<file path="src/rtl/gate_tester.sv">
// Exhaustive tester for a 2-input gate: drives all four input vectors, compares against TRUTH_TABLE.
// Optional first-mismatch capture on fail_vec is enabled by defining GATE_TESTER_FIRSTFAIL_EN.
module gate_tester #(
  parameter logic [3:0] TRUTH_TABLE   = 4'b0111,
  parameter int         SETTLE_CYCLES = 1
) (
  input  logic       clk,
  input  logic       rst_n,
  input  logic       start,
  input  logic       dut_out,
  output logic       drive_a,
  output logic       drive_b,
  output logic       busy,
  output logic       done,
  output logic       pass,
  output logic [2:0] err_count,
  output logic [1:0] fail_vec
);

  typedef enum logic [1:0] {S_IDLE, S_DRIVE, S_SAMPLE, S_DONE} state_t;

  localparam logic [3:0] SETTLE_LAST = 4'(SETTLE_CYCLES - 1);

  state_t     state;
  logic [1:0] vec;
  logic [3:0] settle;
  logic       mism;

  assign mism = (dut_out != TRUTH_TABLE[vec]);

  // Outputs are registered and updated together with the state transition,
  // so drive/busy/done always line up with the state they describe.
  always_ff @(posedge clk or negedge rst_n) begin
    if (!rst_n) begin
      state     <= S_IDLE;
      vec       <= 2'b00;
      settle    <= 4'd0;
      drive_a   <= 1'b0;
      drive_b   <= 1'b0;
      busy      <= 1'b0;
      done      <= 1'b0;
      pass      <= 1'b0;
      err_count <= 3'd0;
    end else begin
      done <= 1'b0;
      case (state)
        S_IDLE: begin
          if (start) begin
            state              <= S_DRIVE;
            vec                <= 2'b00;
            settle             <= 4'd0;
            err_count          <= 3'd0;
            pass               <= 1'b0;
            busy               <= 1'b1;
            {drive_a, drive_b} <= 2'b00;
          end
        end
        S_DRIVE: begin
          if (settle == SETTLE_LAST) begin
            settle <= 4'd0;
            state  <= S_SAMPLE;
          end else begin
            settle <= settle + 4'd1;
          end
        end
        S_SAMPLE: begin
          if (mism) err_count <= err_count + 3'd1;
          if (vec == 2'b11) begin
            state              <= S_DONE;
            busy               <= 1'b0;
            done               <= 1'b1;
            {drive_a, drive_b} <= 2'b00;
            // final sample must count towards the verdict
            pass               <= (err_count == 3'd0) && !mism;
          end else begin
            vec                <= vec + 2'd1;
            state              <= S_DRIVE;
            {drive_a, drive_b} <= vec + 2'd1;
          end
        end
        S_DONE:  state <= S_IDLE;
        default: state <= S_IDLE;
      endcase
    end
  end

`ifdef GATE_TESTER_FIRSTFAIL_EN
  always_ff @(posedge clk or negedge rst_n) begin
    if (!rst_n)
      fail_vec <= 2'b00;
    else if (state == S_IDLE && start)
      fail_vec <= 2'b00;
    else if (state == S_SAMPLE && mism && err_count == 3'd0)
      fail_vec <= vec;
  end
`else
  assign fail_vec = 2'b00;
`endif

endmodule

</file>
<file path="config.mk">
export PLATFORM = sky130hd
export DESIGN_NAME = gate_tester
export DESIGN_NICKNAME = d
export VERILOG_FILES = /design/src/rtl/gate_tester.sv
export SDC_FILE = /design/constraint.sdc
export NUM_CORES = 1
export LEC_CHECK = 0
export CAP_MARGIN = 20
export CORE_ASPECT_RATIO = 1.2
export CORE_MARGIN = 10
export CORE_UTILIZATION = 40
export CTS_BUF_LIST = sky130_fd_sc_hd__clkbuf_8 sky130_fd_sc_hd__clkbuf_16
export DETAILED_ROUTE_END_ITERATION = 10
export SYNTH_ARGS = -nofsm -noshare
export SYNTH_HDL_FRONTEND = slang
export SYNTH_SLANG_ARGS = --single-unit
</file>
<file path="constraint.sdc">
create_clock -name clk -period 2.95 [get_ports clk]
set_clock_uncertainty 0.2 [all_clocks]
set_input_delay 0.59 -clock clk [delete_from_list [all_inputs] [get_ports clk]]
set_output_delay 0.59 -clock clk [all_outputs]
set_load 0.02 [all_outputs]
</file>
==> flow_summary.toml, run 1 <==
[run_status]
status = "complete, no violations"

[timing]
final.min_clock_period_ps = 2100
hold_viol = 0
period_share_pct = 71.1
setup_viol = 0
final.setup.worst_slack_ps = 853
rsz0062_at_grt = "no"
slew_headroom_pct = 52.4
slew_viol_final = 0
worst_pin_slew_ps = 712
fin_setup_tns_ps = 0
fmax_mhz = 477

[final_layout]
multi_input_area_sq_um = 377
stdcell_count = 113
post_route_cells_drive_above_1_share_pct = 10.8
syn_to_final_growth_pct = 20.4
fillCellCount = 182
layout.nets = 103
antenna_cells = 0
register_area_sq_um = 400

[detailed_routing]
post_drt_via_cell_ratio = 5.15
vias = 582
totalWireLength_um = 1540
route.detailed.drc = 0
ant_nets = 0
first_pass_iters = 4
drt_first_iter_violations = 18
wire_per_inst_um = 13.6

[floorplan]
io_pins = 14
coreArea_sq_um = 2030
die_w_um = 61.5
die_y_um = 69.9
fp-row-count = 18
start_util_pct = 40.9
die-area_sq_um = 4300

[logic_synthesis]
syn_avg_cell_area_sq_um = 10.2
dominantRegCellSynth = "dfrtp_1"
ys_ff_latch = 16
netlist_top_cells_area = "dfrtp_1 (48%), ha_1 (7.6%), nand3_1 (3.6%), nand2_1 (3.6%), inv_1 (3.2%)"
synthTopCellsByCount = "dfrtp_1 (16), nand2_1 (8), inv_1 (7)"
yosysTopAreaCell = "dfrtp_1"
async_flop_share_pct = 100
ys_warn_count = 0
synthDominantCellAreaShare_pct = 48.3
synth_most_common_cell = "dfrtp_1"
syn_inst = 81
syn-cell-area_sq_um = 828
yosysUniqueCellTypes = 31
synth_edf_count = 0
ys_seq_area_share_pct = 48.3

[power_and_ir_drop]
p_comb_share_pct = 38.3
clock_power_share_pct = 21.4
power_mw = 0.927
power.switching_mw = 0.346
p_per_area_nw_per_um2 = 930
leakage_nw = 0.442
seqPwrFrac_pct = 40.3
vdd_drop_max_mv = 0.480
sw_frac_of_total_pct = 37.4
p_int_mw = 0.581

[clock_network]
postCtsHoldBufs = 0
cts_buffers = 3
clk_path_buf_depth = 2
clock-sinks = 16
path_clk_slew_ps = 70
h-tree-depth = 1
cts_tree = "done"
root_buffer = "clkbuf_8"
clk_latency_ps = 250
cts_repair_resize_count = 0
post_cts_buffers = 0

[setup_path]
required_ps = 2160
reg2reg_to = "pass"
slowest_delay_ps = 640
cp-endpoint = "err_count[0]"
cp-start-kind = "flip-flop"
cp-end-kind = "primary output"
arrival_ps = 1310
critPathSlowestCell = "clkdlybuf4s50_1"
rr_worst_depth = 4
crit_buf_inv = 1
path_class = "reg2out"
rr_startpoint = "vec[0]"
worstPathCellList = "clkdlybuf4s50_1"
reg2reg_slack_ps = 1210
startpoint = "err_count[0]"
path_max_fanout = 6
cp_num_cells = 1
cp_top_family = "buffers and inverters"

[hold_path]
min_path_type = "reg2reg"

[place]
dp.cells = 109
gp_congestion = 0.802
portBuffers = 11
place_ws_ps = 831
dp_hpwl_um = 1130

[global_routing]
grt_start_max_net_pins = 17
grt_pass1_wl_um = 2740
antenna_found_initial = 0
grt_usage_pct = 8.17
grt_overflow = 0
grt_pass1_vias = 606

[flow_run]
cap_violations = 0
-- worst min path at each step --
stage	startpoint	end	slack (ps)	cells past startpoint
6_report	drive_b	drive_b	290	2
5_1_grt	drive_a	drive_a	320	1
4_1_cts	drive_b	drive_b	290	2
3_5_place_dp	drive_b	drive_b	280	2
3_3_place_gp	drive_b	drive_b	270	2
2_1_floorplan	rst_n	busy	90	0
-- logic make-up after synthesis --
kind of cell | after synthesis | synth area share, %
buffers and inverters | 12 | 6.65
adders and majority gates | 5 | 7.55
muxes | 1 | 1.36
AOI/OAI and AO/OA | 21 | 18.3
and+or+nand+nor | 24 | 16.3
DFF | 16 | 48.3
other | 1 | 0.453
xor gates and xnor gates | 1 | 1.06
-- state kept, by name, indices dropped and copies added, names as in the netlist --
name,cells
busy,1
done,1
drive_a,1
drive_b,1
err_count,3
pass,1
settle,4
state,2
vec,2
-- cell usage in the layout, fill, tap and decap left out, drive strengths merged, types with 2 or more instances in the layout --
cell and instances:
nor2 2, nor2b 2, nand2 8, clkbuf 4, o211ai 2, nand3 6, conb 2, ha 5
o21ai 6, o311ai 2, nand2b 2, dfrtp 16, o21bai 2, a22o 4, clkdlybuf4s50 11, inv 8
-- power groups by stage --
stage          sequential [mW]  combinational [mW]  clock (mW)
6_report                 0.373               0.355       0.199
5_1_grt                  0.389               0.406       0.207
4_1_cts                  0.373               0.362       0.201
3_5_place_dp             0.377               0.360           0
3_3_place_gp             0.377               0.355           0
2_1_floorplan            0.373               0.248           0
-- metrics by stage --
stage               hold WS, ps  area (sq um)  util [%]
global placement            267           942      46.5
detailed placement          279           942      46.5
floorplan                  94.4           832         -
global route                315           997      49.2
CTS                         294           997      49.2
finish                      287           997      49.2
-- per-layer routing --
metal	up-vias	wire (um)	GRT usage [%]
met5	-	0	0
met4	0	40	4.48
met3	5	124	2.89
met2	14	600	11.1
met1	255	774	10.7
li1	308	-	-
-- area by class of cell --
class                           count  area share [%]
Inverter                            8            3.01
Sequential cell                    16            40.2
Multi-Input combinational cell     54            37.8
Timing Repair Buffer               11            11.0
Clock buffer                        4            5.52
Tap cell                           20            2.51
No activity file was read; power rests on OpenSTA's default activity.
==> run 2: changes to the inputs <==
==> constraint.sdc (replaced) <==
create_clock -name clk -period 2 [get_ports clk]
set_clock_uncertainty 0.2 [all_clocks]
set_input_delay 0.4 -clock clk [delete_from_list [all_inputs] [get_ports clk]]
set_output_delay 0.4 -clock clk [all_outputs]
set_load 0.02 [all_outputs]
==> flow_summary.toml, run 2 (synthesized netlist as in run 1, its figures left out) <==
[timing]
setup_viol = 0
holdWs_ps = 264
final.setup.worst_slack_ps = 71.2
fmax_mhz = 518
slew_viol_final = 0
fin_setup_tns_ps = 0
hold_viol = 0
rsz0062_at_grt = "no"
final.min_clock_period_ps = 1930
period_share_pct = 96.4

[detailed_routing]
route.detailed.drc = 0
vias = 619
wire_per_inst_um = 14.5
totalWireLength_um = 1680
ant_nets = 0
drt_first_iter_violations = 9
post_drt_via_cell_ratio = 5.34
first_pass_iters = 4

[place]
dp_hpwl_um = 1230
portBuffers = 11
placed_area_sq_um = 965
gp_congestion = 0.829
place_ws_ps = 135
dp.cells = 112

[final_layout]
utilization_pct = 50.3
reg_top3 = "settle (4), err_count (3)"
syn_to_final_growth_pct = 23.1
regMostFlops = "settle"
stdcell_count = 116
layout.nets = 106
antenna_cells = 0
post_route_cells_drive_above_1_share_pct = 13.5
layout_common_cells = "dfrtp_1 (16), clkdlybuf4s50_1 (11), nand2_1 (8)"
layout_commonest_cell = "dfrtp_1"
stdcell_area_sq_um = 1020
largest_reg_flops = 4

[power_and_ir_drop]
power_mw = 1.40
power.switching_mw = 0.521
vdd_drop_max_mv = 0.574
p_comb_share_pct = 39.4
sw_frac_of_total_pct = 37.2
p_per_area_nw_per_um2 = 1370
p_int_mw = 0.879
seqPwrFrac_pct = 39.6
leakage_nw = 0.456
clock_power_share_pct = 20.9

[setup_path]
path_max_fanout = 6
slowest_delay_ps = 640
cp-end-kind = "primary output"
required_ps = 1400
cp_top_family = "buffers and inverters"
critPathSlowestCell = "clkdlybuf4s50_1"
crit_buf_inv = 1
worstPathCellList = "clkdlybuf4s50_1"
arrival_ps = 1330
cp-start-kind = "flip-flop"
path_class = "reg2out"

[global_routing]
antenna_found_initial = 0
grt_pass1_wl_um = 2930
grt_overflow = 0
grt_pass1_vias = 619
grt_start_max_net_pins = 17
grt_usage_pct = 8.92

[clock_network]
h-tree-depth = 1
post_cts_buffers = 0
clock-sinks = 16
clk_latency_ps = 250
clk_path_buf_depth = 2
root_buffer = "clkbuf_8"
path_clk_slew_ps = 70
cts_repair_resize_count = 0
postCtsHoldBufs = 0
cts_tree = "done"
cts_buffers = 3

[flow_run]
cap_violations = 0

[floorplan]
coreArea_sq_um = 2030
die_y_um = 69.9
fp-row-count = 18
start_util_pct = 40.9
io_pins = 14
die_w_um = 61.5
die-area_sq_um = 4300

[hold_path]
min_path_type = "in2async"

[run_status]
status = "complete, no violations"
-- run 2: per-layer routing --
| metal | track usage [%] | up-vias | wire, um |
|---|---|---|---|
| met4 | 5.97 | 0 | 46 |
| met1 | 11.6 | 282 | 786 |
| met5 | 0 | - | 0 |
| met2 | 11.7 | 18 | 704 |
| li1 | - | 314 | - |
| met3 | 3.44 | 5 | 141 |
-- run 2: worst paths after layout --
path | cells past startpoint | slack [ps] | start | to
min in group clk | 2 | 280 | drive_b | drive_b
setup / recovery | 1 | 70 | err_count[0] | err_count[0]
max in group asynchronous | 2 | 1150 | rst_n | settle[0]
hold / removal | 2 | 260 | rst_n | err_count[2]
hold reg to reg | 2 | 280 | drive_b | drive_b
setup reg to reg | 4 | 260 | vec[0] | pass
-- run 2: cell type report --
type	instances	area [sq um]
Fill cell	185	1010
Sequential cell	16	400
Multi-Input combinational cell	54	377
Timing Repair Buffer	14	133
Clock buffer	4	55.1
Inverter	8	30.0
Tap cell	20	25.0
-- run 2: power by group through the flow --
| stage | clock network (mW) | logic [mW] | registers [mW] |
|---|---|---|---|
| final | 0.293 | 0.552 | 0.555 |
| after floorplan | 0 | 0.366 | 0.551 |
| after detailed placement | 0 | 0.559 | 0.561 |
| after global placement | 0 | 0.549 | 0.558 |
| after global routing | 0.317 | 0.634 | 0.576 |
| after CTS | 0.305 | 0.561 | 0.556 |
